File: config.mk
export PLATFORM = sky130hd
export DESIGN_NAME = serial_subtractor16
export DESIGN_NICKNAME = d
export VERILOG_FILES = /design/src/rtl/serial_subtractor16.sv
export SDC_FILE = /design/constraint.sdc
export NUM_CORES = 1
export LEC_CHECK = 0
export CAP_MARGIN = 20
export CORE_MARGIN = 5
export CORE_UTILIZATION = 45
export DETAILED_ROUTE_END_ITERATION = 16
export PLACE_DENSITY = 0.69
export SLEW_MARGIN = 20
export SYNTH_ARGS = -nofsm -noshare
export SYNTH_HDL_FRONTEND = slang
export SYNTH_SLANG_ARGS = --single-unit
export TNS_END_PERCENT = 20
File: constraint.sdc
create_clock -name clk -period 4.9 [get_ports clk]
set_input_delay 0.98 -clock clk [delete_from_list [all_inputs] [get_ports clk]]
set_output_delay 0.98 -clock clk [all_outputs]
set_load 0.005 [all_outputs]
File: src/rtl/serial_subtractor16.sv
// serial_subtractor16: multicycle two's-complement subtractor z = x - y.
// Computes x + ~y + 1 one SLICE-bit slice per clock, LSB slice first,
// with the inter-slice carry held in a register. It has a start/busy/done
// handshake. It produces the sign, zero, borrow, parity and overflow flags.
module serial_subtractor16 #(
    parameter int WIDTH = 16,
    parameter int SLICE = 4
) (
    input  logic             clk,
    input  logic             rst_n,
    input  logic             start,
    input  logic [WIDTH-1:0] x,
    input  logic [WIDTH-1:0] y,
    output logic             busy,
    output logic             done,
    output logic [WIDTH-1:0] z,
    output logic             sign,
    output logic             zero,
    output logic             borrow,
    output logic             parity,
    output logic             overflow
);

    localparam int N     = WIDTH / SLICE;
    localparam int CNT_W = (N > 1) ? $clog2(N) : 1;
    localparam logic [CNT_W-1:0] LAST_CNT = CNT_W'(N - 1);

    typedef enum logic [1:0] {
        S_IDLE = 2'd0,
        S_RUN  = 2'd1,
        S_DONE = 2'd2
    } state_t;

    state_t           r_state;
    state_t           w_next_state;

    logic [WIDTH-1:0] r_xr;      // latched minuend
    logic [WIDTH-1:0] r_yr;      // latched, inverted subtrahend
    logic             r_carry;   // carry into the current slice
    logic [CNT_W-1:0] r_cnt;     // index of the slice computed on the next edge
    logic [WIDTH-1:0] r_acc;     // partial result, filled slice by slice

    logic [WIDTH-1:0] r_z;
    logic             r_sign;
    logic             r_zero;
    logic             r_borrow;
    logic             r_parity;
    logic             r_overflow;

    logic             w_accept;
    logic             w_last;
    int               w_base;
    logic [SLICE-1:0] w_sum;
    logic             w_cout;
    logic [WIDTH-1:0] w_result;

    // Handshake decode: operands are taken in IDLE or DONE; RUN ignores start.
    always_comb begin
        w_accept = start && (r_state != S_RUN);
        w_last   = (r_state == S_RUN) && (r_cnt == LAST_CNT);
        busy     = (r_state == S_RUN);
        done     = (r_state == S_DONE);
    end

    // Slice adder, plus the full result with the current slice merged in.
    always_comb begin
        // NOTE: every signal driven here gets a default first, so no path
        // leaves one unassigned and no latch is inferred.
        w_base   = int'(r_cnt) * SLICE;
        {w_cout, w_sum} = {1'b0, r_xr[w_base +: SLICE]}
                        + {1'b0, r_yr[w_base +: SLICE]}
                        + {{SLICE{1'b0}}, r_carry};
        w_result = r_acc;
        w_result[w_base +: SLICE] = w_sum;
    end

    // FSM state register.
    always_ff @(posedge clk or negedge rst_n) begin
        if (!rst_n) begin
            r_state <= S_IDLE;
        end else begin
            // NOTE: sequential state uses non-blocking assignments, so every
            // register samples pre-edge values regardless of statement order.
            r_state <= w_next_state;
        end
    end

    // FSM next-state logic.
    always_comb begin
        w_next_state = r_state;
        case (r_state)
            S_IDLE:  if (w_accept) w_next_state = S_RUN;
            S_RUN:   if (w_last)   w_next_state = S_DONE;
            S_DONE:  w_next_state = w_accept ? S_RUN : S_IDLE;
            default: w_next_state = S_IDLE;
        endcase
    end

    // Operand latch, slice counter, carry chain and accumulator.
    always_ff @(posedge clk or negedge rst_n) begin
        if (!rst_n) begin
            // NOTE: all datapath state is cleared on reset. The state is a few
            // flops, not a RAM, so an aborted operation leaves nothing behind.
            r_xr    <= '0;
            r_yr    <= '0;
            r_carry <= 1'b0;
            r_cnt   <= '0;
            r_acc   <= '0;
        end else if (w_accept) begin
            r_xr    <= x;
            r_yr    <= ~y;
            r_carry <= 1'b1;
            r_cnt   <= '0;
        end else if (r_state == S_RUN) begin
            r_acc[w_base +: SLICE] <= w_sum;
            r_carry <= w_cout;
            r_cnt   <= r_cnt + CNT_W'(1);
        end
    end

    // Result and flag registers, updated only on the completing edge.
    always_ff @(posedge clk or negedge rst_n) begin
        if (!rst_n) begin
            r_z        <= '0;
            r_sign     <= 1'b0;
            r_zero     <= 1'b0;
            r_borrow   <= 1'b0;
            r_parity   <= 1'b0;
            r_overflow <= 1'b0;
        end else if (w_last) begin
            r_z        <= w_result;
            r_sign     <= w_result[WIDTH-1];
            r_zero     <= (w_result == '0);
            r_borrow   <= ~w_cout;
            r_parity   <= ~^w_result;
            // r_yr holds ~y, so equal MSBs in r_xr/r_yr mean x and y differ in sign.
            r_overflow <= (r_xr[WIDTH-1] == r_yr[WIDTH-1])
                       && (w_result[WIDTH-1] != r_xr[WIDTH-1]);
        end
    end

    assign z        = r_z;
    assign sign     = r_sign;
    assign zero     = r_zero;
    assign borrow   = r_borrow;
    assign parity   = r_parity;
    assign overflow = r_overflow;

endmodule

==> results.tsv <==
stage	metric	value	unit
grt	GR Util All Layers	15.5	%
final_layout	commonest non-fill, non-tap cells in the layout	dfrtp_1, clkdlybuf4s50_1, o21ai_0, nand2_1, mux2_2	
drt	vias	2362	
grt	total grt overflow	0	
run	Max-Cap Viols	0	
place	I/O Buffers	57	
sta	worst hold margin	478	ps
critical_path	CP Capture Type	register	
synthesis	post-synthesis async set-or-reset flop share	100	%
synthesis	Synth Cell Area	3420	sq um
critical_path	crit start category	register	
clock_network	clk_lat worst skew	350	ps
grt	initial antenna violation count	0	
clock_network	CTS H-tree depth	3	
critical_path	data arrival time of the worst path	4020	ps
sta	Max transition margin	45.2	%
critical_path	critical path class	register to register	
synthesis	Post-Syn Instances	302	
synthesis	sequential cell area fraction in the yosys report	53.3	%
sta	Final Skew	9.71	ps
synthesis	largest cells by area after synthesis	dfrtp_1, o21ai_0, ha_1	
drt	Antenna Violating Nets Remaining	0	
place	DP HPWL	5210	um
synthesis	Post-Syn Nets	355	
floorplan	row count	31	
floorplan	area of the die	9450	sq um
drt	Initial DRT Pass Iterations	4	
pwr	Power Dens Cells	739	nW/um^2
final_layout	commonest non-fill, non-tap cell in the layout	dfrtp_1	
synthesis	syn avg cell area	11.3	sq um
final_layout	Final #Nets	411	
synthesis	Synth warnings	0	
sta	fin crit share	77.9	%
synthesis	EDFF count, synth	0	
critical_path	Worst Setup SP	r_cnt[0]	
sta	Setup WS post-layout	1080	ps
critical_path	Worst EP required	5110	ps
floorplan	Die Span Y	97.2	um
floorplan	Ports	58	
drt	routed len/inst	15.0	um
drt	Post-Route WL	6910	um
sta	RSZ-0062 raised after global routing	no	
final_layout	diode count	0	
clock_network	postcts setup bufs	0	
drt	Via density	5.11	
clock_network	CTS Root Buffer Type	clkbuf_8	
critical_path	FF-to-FF Start	r_cnt[0]	
floorplan	Die X	97.2	um
drt	drt drc	0	
critical_path	reg2reg end	parity	
floorplan	Core ar.	7330	sq um
synthesis	Synth top area share	53.3	%
grt	largest net degree at the start of global routing	41	
pwr	Peak VDD IR	0.418	mV
pwr	Pleak	1.86	nW
clock_network	CTS Buf Count	9	
synthesis	post-synth cell types	33	
clock_network	clock tree buffer depth	2	
drt	DR iter-0 viols	127	
floorplan	Initial Utilization	46.7	%
synthesis	predominant post-synthesis flop cell	dfrtp_1	
sta	Fmax	0.262	GHz
sta	setup total negative slack	0	ps
clock_network	cts repair resizes	0	
synthesis	synthesized flop and latch total	73	
critical_path	Worst Path Max Fanout	6	
final_layout	area grow syn2layout	24.6	%
sta	Setup Viol. Count Final	0	
status	status	finished clean	
critical_path	R2R depth	12	
critical_path	r2r setup slk	1080	ps
final_layout	layout cells sized above 1	14.0	%
critical_path	CP endpoint	parity	
sta	Hold Fails Final Rpt	0	
sta	min Tclk post-route	3820	ps
grt	first-pass GRT wire length	11900	um
clock_network	CTS tree	yes	
clock_network	Hold Buf Count CTS	0	
min_path	type of the worst min-delay path	register to register	
place	Placement Setup Slack	1070	ps
sta	Pins Over Slew Limit	0	
clock_network	Sink Count	73	
clock_network	Worst-path clk slew	70	ps
grt	vias in the first global route	2462	
place	gpl congestion	0.801	
final_layout	fillers	617	
sta	worst-margin pin slew	811	ps
synthesis	largest area contributor in the netlist	dfrtp_1	
[area by class of cell]
cell class	instances	area, sq um	share of cell area, %
Inverter	15	56.3	1.32
Tap cell	99	124	2.90
Multi-Input combinational cell	198	1480	34.7
Timing Repair Buffer	61	596	14.0
Sequential cell	73	1830	42.8
Clock buffer	10	128	2.99
Clock inverter	6	58.8	1.38
[worst max-delay path: stages, from the launching register on]
cell     delay (ps)
dfrtp_1         520
mux4_2          560
fa_1            430
a21o_1          200
a21o_1          220
xnor2_1         300
a22oi_1         170
ha_1            340
xnor2_1         190
xnor2_1         170
xnor3_1         350
xnor2_1         140
o21ai_0          80
[flip-flops by register name, indices dropped and copies added (netlist names)]
signal and count:
overflow 1, r_state 2, parity 1, z 16
r_xr 16, zero 1, r_cnt 2, borrow 1
r_yr 16, r_carry 1, r_acc 16
[cell usage after synthesis (2+ instances only)]
| cell type | number |
|---|---|
| dfrtp_1 | 73 |
| nand2_1 | 53 |
| o21ai_0 | 53 |
| mux2_2 | 17 |
| ha_1 | 16 |
| inv_1 | 15 |
| a22oi_1 | 14 |
| clkbuf_1 | 12 |
| mux4_2 | 8 |
| xnor2_1 | 7 |
| a21o_1 | 3 |
| buf_2 | 3 |
| nand3_1 | 3 |
| nor4b_1 | 3 |
| fa_1 | 2 |
| nor2_1 | 2 |
| nor2b_1 | 2 |
[power by group]
| part | switching (W) | leakage [nW] | total (W) | internal (W) |
|---|---|---|---|---|
| clock | 0.000213 | 0.0998 | 0.000446 | 0.000232 |
| combinational | 0.000839 | 0.827 | 0.00167 | 0.000833 |
| sequential | 0.000174 | 0.935 | 0.00104 | 0.000864 |
[per-stage QoR]
step                      power, W  cell area [sq um]  cells  util [%]
after floorplan            0.00221               3420    302         -
after global placement     0.00269               4080    446      55.6
after detailed placement   0.00274               4080    446      55.6
after CTS                  0.00320               4260    462      58.1
after global routing       0.00344               4270    462      58.2
final                      0.00316               4270    462      58.2
[cell families after synthesis]
family	after synthesis	synth area share, %
simple gates	68	8.84
flops	73	53.3
buf+inv	31	3.62
xor+xnor	9	2.70
compound gates	78	13.6
mux	25	10.9
fa+ha+maj	18	7.01
[how the worst min path moves through the flow]
stage | start | end | slack, ps | cells past startpoint
final | zero | zero | 480 | 2
after global routing | r_yr[0] | r_yr[0] | 500 | 2
after CTS | r_yr[4] | r_yr[4] | 490 | 2
after detailed placement | r_yr[4] | r_yr[4] | 470 | 2
after global placement | r_acc[15] | r_acc[15] | 460 | 2
after floorplan | r_acc[15] | r_acc[15] | 440 | 2
[routing by layer]
layer | wire (um) | up-vias | global-route usage (%) | part of all wire (%)
met5 | 0 | - | 0 | 0
met4 | 82 | 0 | 5.32 | 1.2
met3 | 328 | 9 | 4.09 | 4.7
met2 | 3310 | 60 | 24.7 | 48
met1 | 3190 | 1123 | 20.6 | 46
li1 | - | 1170 | - | -
Power figures use the tool's default switching activity.
